[config.mk]
export PLATFORM = sky130hd
export DESIGN_NAME = spi_master_mc_flat
export DESIGN_NICKNAME = d
export VERILOG_FILES = /design/src/rtl/spi_pkg.sv /design/src/rtl/spi_master_mc_if.sv /design/src/rtl/spi_sclk_gen.sv /design/src/rtl/spi_master_mc.sv /design/src/flat_wrapper.sv
export SDC_FILE = /design/constraint.sdc
export NUM_CORES = 1
export LEC_CHECK = 0
export BUFFER_PORTS_ARGS = -buffer_cell sky130_fd_sc_hd__clkbuf_2
export CAP_MARGIN = 5
export CORE_MARGIN = 4
export CORE_UTILIZATION = 63
export CTS_BUF_LIST = sky130_fd_sc_hd__clkbuf_8
export DETAILED_ROUTE_END_ITERATION = 6
export MAX_ROUTING_LAYER = met4
export PLACE_DENSITY_LB_ADDON = 0.1
export SLEW_MARGIN = 20
export SYNTH_ARGS = -nofsm -noshare
export SYNTH_HDL_FRONTEND = slang
export SYNTH_SLANG_ARGS = --single-unit
[constraint.sdc]
create_clock -name P_CLK -period 3.8 [get_ports P_CLK]
set_input_delay 0.38 -clock P_CLK [delete_from_list [all_inputs] [get_ports P_CLK]]
set_output_delay 0.38 -clock P_CLK [all_outputs]
set_load 0.005 [all_outputs]
[src/rtl/spi_pkg.sv]
// SPI master shared definitions.
// FSM state encoding and mode bit positions.
package spi_pkg;

    typedef enum logic [1:0] {
        S_IDLE  = 2'd0,
        S_LEAD  = 2'd1,
        S_XFER  = 2'd2,
        S_TRAIL = 2'd3
    } state_t;

    localparam int CPOL_BIT = 1;
    localparam int CPHA_BIT = 0;

endpackage

[src/rtl/spi_master_mc_if.sv]
// Parallel-side and serial-side bundle of the SPI master.
// master = the SPI engine, slave = the system driving it.
interface spi_master_mc_if #(
    parameter int DATA_W = 8,
    parameter int NUM_CS = 4
);
    localparam int SEL_W = (NUM_CS > 1) ? $clog2(NUM_CS) : 1;

    logic [DATA_W-1:0] i_TX_DATA;
    logic              i_TX_DV;
    logic [SEL_W-1:0]  i_CS_SEL;
    logic [1:0]        i_MODE;
    logic              o_TX_READY;
    logic [DATA_W-1:0] o_RX_DATA;
    logic              o_RX_DV;
    logic              o_SCLK;
    logic              o_MOSI;
    logic              i_MISO;
    logic [NUM_CS-1:0] o_CS_n;

    modport master (
        input  i_TX_DATA, i_TX_DV, i_CS_SEL, i_MODE, i_MISO,
        output o_TX_READY, o_RX_DATA, o_RX_DV,
        output o_SCLK, o_MOSI, o_CS_n
    );

    modport slave (
        output i_TX_DATA, i_TX_DV, i_CS_SEL, i_MODE, i_MISO,
        input  o_TX_READY, o_RX_DATA, o_RX_DV,
        input  o_SCLK, o_MOSI, o_CS_n
    );
endinterface

[src/rtl/spi_sclk_gen.sv]
// Half-period timer for the SPI master.
// tick marks the last cycle of each half-period; edges only in XFER.
module spi_sclk_gen #(
    parameter int CLKS_PER_HALF = 2,
    parameter int ECW           = 5
) (
    input  logic           clk,
    input  logic           rst,
    input  logic           run,
    input  logic           xfer,
    output logic           tick,
    output logic           lead_edge,
    output logic           trail_edge,
    output logic [ECW-1:0] edge_cnt
);
    localparam int HW = $clog2(CLKS_PER_HALF);

    logic [HW-1:0] half_cnt;

    assign tick       = run && (half_cnt == HW'(CLKS_PER_HALF - 1));
    assign lead_edge  = tick && xfer && !edge_cnt[0];
    assign trail_edge = tick && xfer && edge_cnt[0];

    // Free-run the half-period counter while busy; count SCLK edges in XFER.
    always_ff @(posedge clk or posedge rst) begin
        if (rst) begin
            half_cnt <= '0;
            edge_cnt <= '0;
        end else if (!run) begin
            half_cnt <= '0;
            edge_cnt <= '0;
        end else begin
            half_cnt <= tick ? '0 : half_cnt + 1'b1;
            if (xfer && tick)
                edge_cnt <= edge_cnt + 1'b1;
        end
    end
endmodule

[src/rtl/spi_master_mc.sv]
// Multi-chip-select SPI master, all four SPI modes.
// One word per request, MSB first, fixed lead/trail CS guard time.
module spi_master_mc
    import spi_pkg::*;
#(
    parameter int DATA_W        = 8,
    parameter int NUM_CS        = 4,
    parameter int CLKS_PER_HALF = 2
) (
    input  logic            P_CLK,
    input  logic            reset,
    spi_master_mc_if.master bus
);
    localparam int SEL_W = (NUM_CS > 1) ? $clog2(NUM_CS) : 1;
    localparam int EDGES = 2 * DATA_W;
    localparam int ECW   = $clog2(EDGES + 1);

    state_t            state_q, state_d;
    logic              accept, finish;
    logic              tick, lead_edge, trail_edge, last_edge;
    logic              sample, shift;
    logic [ECW-1:0]    edge_cnt;
    logic [1:0]        mode_q;
    logic [DATA_W-1:0] tx_sr, rx_sr, rx_data_q;
    logic [NUM_CS-1:0] cs_n_q;
    logic              sclk_q, mosi_q, rx_dv_q;

    function automatic logic [NUM_CS-1:0] cs_decode(input logic [SEL_W-1:0] sel);
        logic [NUM_CS-1:0] d;
        for (int i = 0; i < NUM_CS; i++)
            d[i] = (int'(sel) != i);
        return d;
    endfunction

    spi_sclk_gen #(
        .CLKS_PER_HALF(CLKS_PER_HALF),
        .ECW          (ECW)
    ) u_sclk_gen (
        .clk       (P_CLK),
        .rst       (reset),
        .run       (state_q != S_IDLE),
        .xfer      (state_q == S_XFER),
        .tick      (tick),
        .lead_edge (lead_edge),
        .trail_edge(trail_edge),
        .edge_cnt  (edge_cnt)
    );

    assign last_edge = trail_edge && (edge_cnt == ECW'(EDGES - 1));
    assign sample    = mode_q[CPHA_BIT] ? trail_edge : lead_edge;
    assign shift     = mode_q[CPHA_BIT] ? lead_edge : trail_edge;

    // State register.
    always_ff @(posedge P_CLK or posedge reset) begin
        if (reset)
            state_q <= S_IDLE;
        else
            state_q <= state_d;
    end

    // Next state plus accept/finish strobes for the datapath.
    always_comb begin
        state_d = state_q;
        accept  = 1'b0;
        finish  = 1'b0;
        unique case (state_q)
            S_IDLE: begin
                if (bus.i_TX_DV) begin
                    accept  = 1'b1;
                    state_d = S_LEAD;
                end
            end
            S_LEAD:  if (tick) state_d = S_XFER;
            S_XFER:  if (last_edge) state_d = S_TRAIL;
            S_TRAIL: begin
                if (tick) begin
                    finish  = 1'b1;
                    state_d = S_IDLE;
                end
            end
            default: state_d = S_IDLE;
        endcase
    end

    // Latch the request, run the shift registers, drive the serial pins.
    always_ff @(posedge P_CLK or posedge reset) begin
        if (reset) begin
            mode_q    <= '0;
            tx_sr     <= '0;
            rx_sr     <= '0;
            rx_data_q <= '0;
            rx_dv_q   <= 1'b0;
            sclk_q    <= 1'b0;
            mosi_q    <= 1'b0;
            cs_n_q    <= '1;
        end else begin
            rx_dv_q <= finish;
            if (accept) begin
                mode_q <= bus.i_MODE;
                sclk_q <= bus.i_MODE[CPOL_BIT];
                cs_n_q <= cs_decode(bus.i_CS_SEL);
                rx_sr  <= '0;
                if (!bus.i_MODE[CPHA_BIT]) begin
                    mosi_q <= bus.i_TX_DATA[DATA_W-1];
                    tx_sr  <= bus.i_TX_DATA << 1;
                end else begin
                    mosi_q <= 1'b0;
                    tx_sr  <= bus.i_TX_DATA;
                end
            end
            if (lead_edge || trail_edge)
                sclk_q <= ~sclk_q;
            if (shift) begin
                mosi_q <= tx_sr[DATA_W-1];
                tx_sr  <= {tx_sr[DATA_W-2:0], 1'b0};
            end
            if (sample)
                rx_sr <= {rx_sr[DATA_W-2:0], bus.i_MISO};
            if (finish) begin
                rx_data_q <= rx_sr;
                cs_n_q    <= '1;
                mosi_q    <= 1'b0;
                sclk_q    <= mode_q[CPOL_BIT];
            end
        end
    end

    assign bus.o_TX_READY = (state_q == S_IDLE);
    assign bus.o_RX_DATA  = rx_data_q;
    assign bus.o_RX_DV    = rx_dv_q;
    assign bus.o_SCLK     = sclk_q;
    assign bus.o_MOSI     = mosi_q;
    assign bus.o_CS_n     = cs_n_q;
endmodule

[src/flat_wrapper.sv]
// flat-port wrapper written by rule: the top's interface ports become plain ports
module spi_master_mc_flat import spi_pkg::*;
#(
    parameter int DATA_W        = 8,
    parameter int NUM_CS        = 4,
    parameter int CLKS_PER_HALF = 2
)
  (P_CLK, reset, bus_i_TX_DATA, bus_i_TX_DV, bus_i_CS_SEL, bus_i_MODE, bus_i_MISO, bus_o_TX_READY, bus_o_RX_DATA, bus_o_RX_DV, bus_o_SCLK, bus_o_MOSI, bus_o_CS_n);
  spi_master_mc_if #(.DATA_W(DATA_W), .NUM_CS(NUM_CS)) bus_i ();
  input  logic P_CLK;
  input  logic reset;
  input wire logic [$bits(bus_i.i_TX_DATA)-1:0] bus_i_TX_DATA;
  input wire logic [$bits(bus_i.i_TX_DV)-1:0] bus_i_TX_DV;
  input wire logic [$bits(bus_i.i_CS_SEL)-1:0] bus_i_CS_SEL;
  input wire logic [$bits(bus_i.i_MODE)-1:0] bus_i_MODE;
  input wire logic [$bits(bus_i.i_MISO)-1:0] bus_i_MISO;
  output wire logic [$bits(bus_i.o_TX_READY)-1:0] bus_o_TX_READY;
  output wire logic [$bits(bus_i.o_RX_DATA)-1:0] bus_o_RX_DATA;
  output wire logic [$bits(bus_i.o_RX_DV)-1:0] bus_o_RX_DV;
  output wire logic [$bits(bus_i.o_SCLK)-1:0] bus_o_SCLK;
  output wire logic [$bits(bus_i.o_MOSI)-1:0] bus_o_MOSI;
  output wire logic [$bits(bus_i.o_CS_n)-1:0] bus_o_CS_n;
  assign bus_i.i_TX_DATA = bus_i_TX_DATA;
  assign bus_i.i_TX_DV = bus_i_TX_DV;
  assign bus_i.i_CS_SEL = bus_i_CS_SEL;
  assign bus_i.i_MODE = bus_i_MODE;
  assign bus_i.i_MISO = bus_i_MISO;
  assign bus_o_TX_READY = bus_i.o_TX_READY;
  assign bus_o_RX_DATA = bus_i.o_RX_DATA;
  assign bus_o_RX_DV = bus_i.o_RX_DV;
  assign bus_o_SCLK = bus_i.o_SCLK;
  assign bus_o_MOSI = bus_i.o_MOSI;
  assign bus_o_CS_n = bus_i.o_CS_n;
  spi_master_mc #(.DATA_W(DATA_W), .NUM_CS(NUM_CS), .CLKS_PER_HALF(CLKS_PER_HALF)) u_core (.P_CLK(P_CLK), .reset(reset), .bus(bus_i));
endmodule
==> flow_summary.yaml, run 1 <==
final_layout:
  area_growth_pct: 12.85
  n_fill_cell: 237
  finalNetCount: 247
  n_antenna_cell: 0
  drive_gt1_frac: 0.2533
place:
  gp_congestion: 0.8392
  portBuffers: 31
  pre_cts_slack_ps: 1413
  dp_hpwl_um: 2751
timing:
  max_slew.worst_pin.slew_ps: 927.2
  fin_crit_ps: 2388
  grt_setup_unrepaired: "false"
  relSlewSlack: 0.3806
  finalMaxSlewViolations: 0
  fin_tns_setup_ps: 0
  fin_skew_ps: 3.882
  hold_viol: 0
  setup_ws_ps: 1412
  fmax_mhz: 418.7
  finalSetupViolations: 0
  min_period_over_period: 0.6285
routing:
  vias: 1458
  wl_per_cell_um: 14.19
  detail-route-antenna-nets: 0
  drt_iter0_drc: 88
  drt_drc_violations_left: 0
  drt_first_pass_iters: 4
  drt_wl_total_um: 3817
  vias_per_cell: 5.420
global_route:
  grt-busiest-layer: "met2"
  grtUsageMet1: 0.2404
  grt_max_degree: 42
  grt_antenna_before_repair: 0
  track_usage: 0.2103
  grt_pass1_vias: 1490
  gr-total-overflow: 0
  grtUsageMet2: 0.3640
  met3_usage: 0.05199
  grt_pass1_wl_um: 6637
worst_setup_path:
  critical_path_class: "flip-flop to flip-flop"
  end_kind: "flip-flop"
  critPathLaunchType: "flip-flop"
  crit_slowest_cell: "nor2b_1"
  crit_path_cell_trace: "inv_1 > ha_1 > nand3b_4 > nor2b_1 > mux2i_1"
  cp.required_ps: 4010
  cpPeakStageDelay_ps: 750
  arrival_ps: 2600
  crit_fanout: 22
cts:
  numCtsBuffers: 5
  ctsRootBufferMaster: "clkbuf_8"
  clkLatencyLatePin_ps: 290
  cts_tree: "yes"
  cts_hold_buf: 0
  htree_levels: 2
  cts_resized: 0
  clkTransAtPathRegs_ps: 70
  post_cts_buffers: 0
  cts_buffer_depth: 2
  clkSinkCount: 41
floorplanning:
  design.die.area_um2: 4220
  die_h_um: 64.97
  start_util: 0.6642
  rows: 20
  io_pins: 32
  die_x_um: 64.97
  design.core.area_um2: 3078
power:
  powerDensity_nw_per_um2: 702.0
  vdd_drop_max_mv: 0.4303
  p_leak_nw: 1.105
synthesis:
  syn-mean-instance-area_um2: 10.48
  synth_cells: 195
  ys_types: 39
  syn-cell-area_um2: 2044
  synth.area.top_cells: "dfrtp_1, mux2i_1, dfstp_2, nand2_1, mux2_2"
  synth_nets: 218
  yosys.area.top_type_share: 0.4529
  ys.flop_type: "dfrtp_1"
  ys_ff_latch: 41
  yosys.area.top_type: "dfrtp_1"
  async_flop_share: 1.000
  yosysWarnings: 0
  ys_seq_area_frac: 0.5043
  synth-edff-count: 0
job:
  cap_viol_max_count: 0
outcome:
  status: "completed"
min_path:
  hold_class: "input port to async pin"
kinds of logic (layout without fill, tap and decap cells):
group	count (synthesis)	in the layout	share of synthesized area
AO/OA/AOI/OAI	36	36	0.1047
XOR/XNOR	3	3	0.01653
adder cells (fa/ha/maj)	7	7	0.04284
buffers and inverters	28	58	0.06365
flip-flops	41	41	0.5043
multiplexers	26	26	0.1328
AND/OR/NAND/NOR	54	54	0.1353
worst paths after layout:
kind                                                  endpoint  slack, ps                                 from  depth (start not counted)
setup / recovery                   u_core.rx_sr[2]$_DFFE_PP0P_       1410        u_core.state_q[0]$_DFFE_PP0P_                          5
hold / removal                    u_core.bus.o_RX_DV$_DFF_PP0_        180                                reset                          3
setup reg to reg                   u_core.rx_sr[2]$_DFFE_PP0P_       1410        u_core.state_q[0]$_DFFE_PP0P_                          5
hold reg to reg            u_core.bus.o_RX_DATA[4]$_DFFE_PP0P_        490  u_core.bus.o_RX_DATA[4]$_DFFE_PP0P_                          2
max in group asynchronous     u_core.bus.o_CS_n[2]$_DFFE_PP1P_       3260                                reset                          3
min in group P_CLK                 u_core.rx_sr[0]$_DFFE_PP0P_        310                           bus_i_MISO                          3
per-layer routing:
metal | vias up | wire (um)
met3 | 6 | 147
met2 | 27 | 1959
met1 | 707 | 1660
met4 | 0 | 50
li1 | 718 | -
met5 | - | 0
per-stage QoR:
step | hold WS, ps | area (um^2) | power (mW) | instances | utilization
floorplan | 446.7 | 2044 | 1.147 | 195 | -
global placement | 462.6 | 2200 | 1.250 | 261 | 0.7146
detailed placement | 474.7 | 2200 | 1.296 | 261 | 0.7146
CTS | 196.6 | 2307 | 1.635 | 269 | 0.7496
global route | 238.4 | 2307 | 1.745 | 269 | 0.7496
finish | 179.8 | 2307 | 1.620 | 269 | 0.7496
synth_stat cells (2+ instances only):
cell	count
dfrtp_1	37
nand2_1	27
inv_1	18
mux2i_1	17
o21ai_0	15
a21oi_1	11
mux2_2	8
nor2_1	8
ha_1	7
buf_2	5
dfstp_2	4
nand3_1	3
nand3b_1	3
a21boi_0	2
buf_6	2
clkbuf_1	2
nor3b_1	2
or3_1	2
xor2_1	2
sequential cells by signal, indices dropped and copies added (netlist names):
name and flops:
u_core.mode_q 2, u_core.bus.o_CS_n 4, u_core.u_sclk_gen.half_cnt 1, u_core.state_q 2, u_core.u_sclk_gen.edge_cnt 5, u_core.bus.o_MOSI 1, u_core.rx_sr 8, u_core.bus.o_SCLK 1
u_core.bus.o_RX_DV 1, u_core.tx_sr 8, u_core.bus.o_RX_DATA 8
worst max-delay path: cells and delay by family (launching register included):
family | cells | cell delay [ps]
flip-flops | 1 | 400
buffers and inverters | 1 | 100
adder cells (fa/ha/maj) | 1 | 450
AND/OR/NAND/NOR | 2 | 1080
multiplexers | 1 | 270
layout make-up:
class / count / area (um^2) / share of cell area
flip-flops and latches: 41 / 1031 / 0.4469
multi-input cells: 126 / 883.3 / 0.3829
repair buffers: 32 / 162.7 / 0.07050
clock buffers: 5 / 68.82 / 0.02983
inverters: 18 / 67.56 / 0.02928
well taps: 44 / 55.05 / 0.02386
clock inverters: 3 / 38.79 / 0.01681
placed cells by master (no fill, tap or decap), types with 2 or more instances in the layout:
master	n
clkbuf_2	31
or3_1	2
nor3b_1	2
inv_1	19
xor2_1	2
a21boi_0	2
mux2_2	8
nand3_1	3
clkbuf_8	5
a21oi_1	11
o21ai_0	15
mux2i_1	17
dfrtp_1	37
ha_1	7
dfstp_2	4
nand2_1	27
nor2_1	8
nand3b_1	3
power by group:
group          leakage [nW]  internal (mW)  switching (mW)
Clock                0.0593          0.192           0.141
Combinational         0.522          0.273           0.323
Sequential            0.524          0.589           0.101
(Power assumes the default switching activity.)
==> run 2: changes to the inputs <==
--- a/config.mk
+++ b/config.mk
@@ -8,7 +8,7 @@
 export BUFFER_PORTS_ARGS = -buffer_cell sky130_fd_sc_hd__clkbuf_2
 export CAP_MARGIN = 5
 export CORE_MARGIN = 4
-export CORE_UTILIZATION = 63
+export CORE_UTILIZATION = 58
 export CTS_BUF_LIST = sky130_fd_sc_hd__clkbuf_8
 export DETAILED_ROUTE_END_ITERATION = 6
 export MAX_ROUTING_LAYER = met4
==> constraint.sdc (replaced) <==
create_clock -name P_CLK -period 2.4 [get_ports P_CLK]
set_input_delay 0.24 -clock P_CLK [delete_from_list [all_inputs] [get_ports P_CLK]]
set_output_delay 0.24 -clock P_CLK [all_outputs]
set_load 0.005 [all_outputs]
==> flow_summary.yaml, run 2 (synthesis gave the netlist of run 1 again) <==
outcome:
  status: "completed"
routing:
  detail-route-antenna-nets: 0
  vias_per_cell: 5.364
  drt_iter0_drc: 75
  drt_wl_total_um: 4039
  drt_first_pass_iters: 6
  vias: 1475
  drt_drc_violations_left: 0
  wl_per_cell_um: 14.69
floorplanning:
  start_util: 0.6079
  die_x_um: 67.37
  rows: 21
  die_h_um: 67.37
  design.die.area_um2: 4539
  io_pins: 32
  design.core.area_um2: 3363
cts:
  cts_buffer_depth: 2
  cts_resized: 0
  numCtsBuffers: 5
  cts_hold_buf: 0
  clkTransAtPathRegs_ps: 80
  clkLatencyLatePin_ps: 290
  htree_levels: 2
  ctsRootBufferMaster: "clkbuf_8"
  cts_tree: "yes"
  post_cts_buffers: 0
  clkSinkCount: 41
final_layout:
  final_cell_mix: "dfrtp_1, clkbuf_2, nand2_1"
  n_antenna_cell: 0
  fin_util: 0.6894
  layout_commonest_cell: "dfrtp_1"
  area_growth_pct: 13.40
  drive_gt1_frac: 0.2707
  finalNetCount: 251
timing:
  fin_crit_ps: 1974
  relSlewSlack: 0.6594
  setup_ws_ps: 426.4
  fin_tns_setup_ps: 0
  fmax_mhz: 506.7
  min_period_over_period: 0.8223
  finalSetupViolations: 0
  grt_setup_unrepaired: "false"
  hold_viol: 0
  max_slew.worst_pin.slew_ps: 509.4
  finalMaxSlewViolations: 0
  fin_skew_ps: 5.827
power:
  power.clock.fraction: 0.172
  powerDensity_nw_per_um2: 1080
  swShare: 0.3651
  p_comb_frac: 0.389
  p_sw_mw: 0.9145
  p_int_mw: 1.591
  vdd_drop_max_mv: 0.7931
  p_leak_nw: 1.109
  power.share.sequential: 0.438
global_route:
  grt_pass1_vias: 1556
  grt_antenna_before_repair: 0
  gr-total-overflow: 0
  track_usage: 0.2135
  grt_max_degree: 42
  grt_pass1_wl_um: 7058
place:
  gp_congestion: 0.8285
  portBuffers: 31
  pre_cts_slack_ps: 464.6
  dp_hpwl_um: 2982
worst_setup_path:
  cp.required_ps: 2570
  r2r_cells: 6
  end_kind: "flip-flop"
  critical_path_class: "flip-flop to flip-flop"
  critPathLaunchType: "flip-flop"
  crit_fanout: 13
  arrival_ps: 2150
job:
  cap_viol_max_count: 0
min_path:
  hold_class: "input port to async pin"
[run 2: changes by cell type in the layout (fill, tap and decap cells not counted), sizes merged]
cell	change
buf	+4
bufinv	-1
clkinv	+1
clkinvlp	+1
inv	-1
[run 2: metal layers]
metal,global-route usage,share of wire,vias to the layer above
met5,-,0,-
li1,-,-,726
met3,0.04493,0.040,8
met1,0.2706,0.46,705
met2,0.3448,0.48,36
met4,0.06582,0.014,0
[run 2: final cells by class]
class                      count  area (um^2)
multi-input combinational    126        883.3
fill                         280         1045
sequential                    41         1031
tap                           46        57.56
clock buffer                   5        68.82
inverter                      18        67.56
clock inverter                 3        17.52
timing repair buffer          36        192.7
[run 2: worst paths after layout]
kind	from	endpoint	slack (ps)
setup / recovery	u_core.state_q[0]$_DFFE_PP0P_	u_core.bus.o_RX_DATA[5]$_DFFE_PP0P_	430
hold / removal	reset	u_core.rx_sr[2]$_DFFE_PP0P_	50
setup reg to reg	u_core.state_q[0]$_DFFE_PP0P_	u_core.bus.o_RX_DATA[5]$_DFFE_PP0P_	430
hold reg to reg	u_core.bus.o_RX_DATA[4]$_DFFE_PP0P_	u_core.bus.o_RX_DATA[4]$_DFFE_PP0P_	490
max in group asynchronous	reset	u_core.bus.o_CS_n[1]$_DFFE_PP1P_	1990
min in group P_CLK	bus_i_MISO	u_core.rx_sr[0]$_DFFE_PP0P_	160
[run 2: stage by stage]
stage               power (mW)  cells  hold WS, ps  cell area (um^2)
floorplan                1.816    195        345.4              2044
global placement         2.021    267        360.5              2232
detailed placement       2.086    267        371.2              2232
CTS                      2.519    275        55.54              2318
global route             2.708    275        109.5              2318
finish                   2.505    275        45.10              2318
[run 2: power by group through the flow]
stage	Combinational, mW	Sequential (mW)	Clock [mW]
floorplan	0.761	1.05	0
global placement	0.932	1.09	0
detailed placement	0.979	1.11	0
CTS	0.981	1.10	0.442
global route	1.11	1.13	0.468
finish	0.975	1.10	0.432
[run 2: worst max-delay path, stage by stage, from the launching register on]
cell and delay (ps):
dfrtp_1 410, inv_1 110, ha_1 360, nand3b_1 510, buf_4 330, nand2_1 70, o21ai_0 70
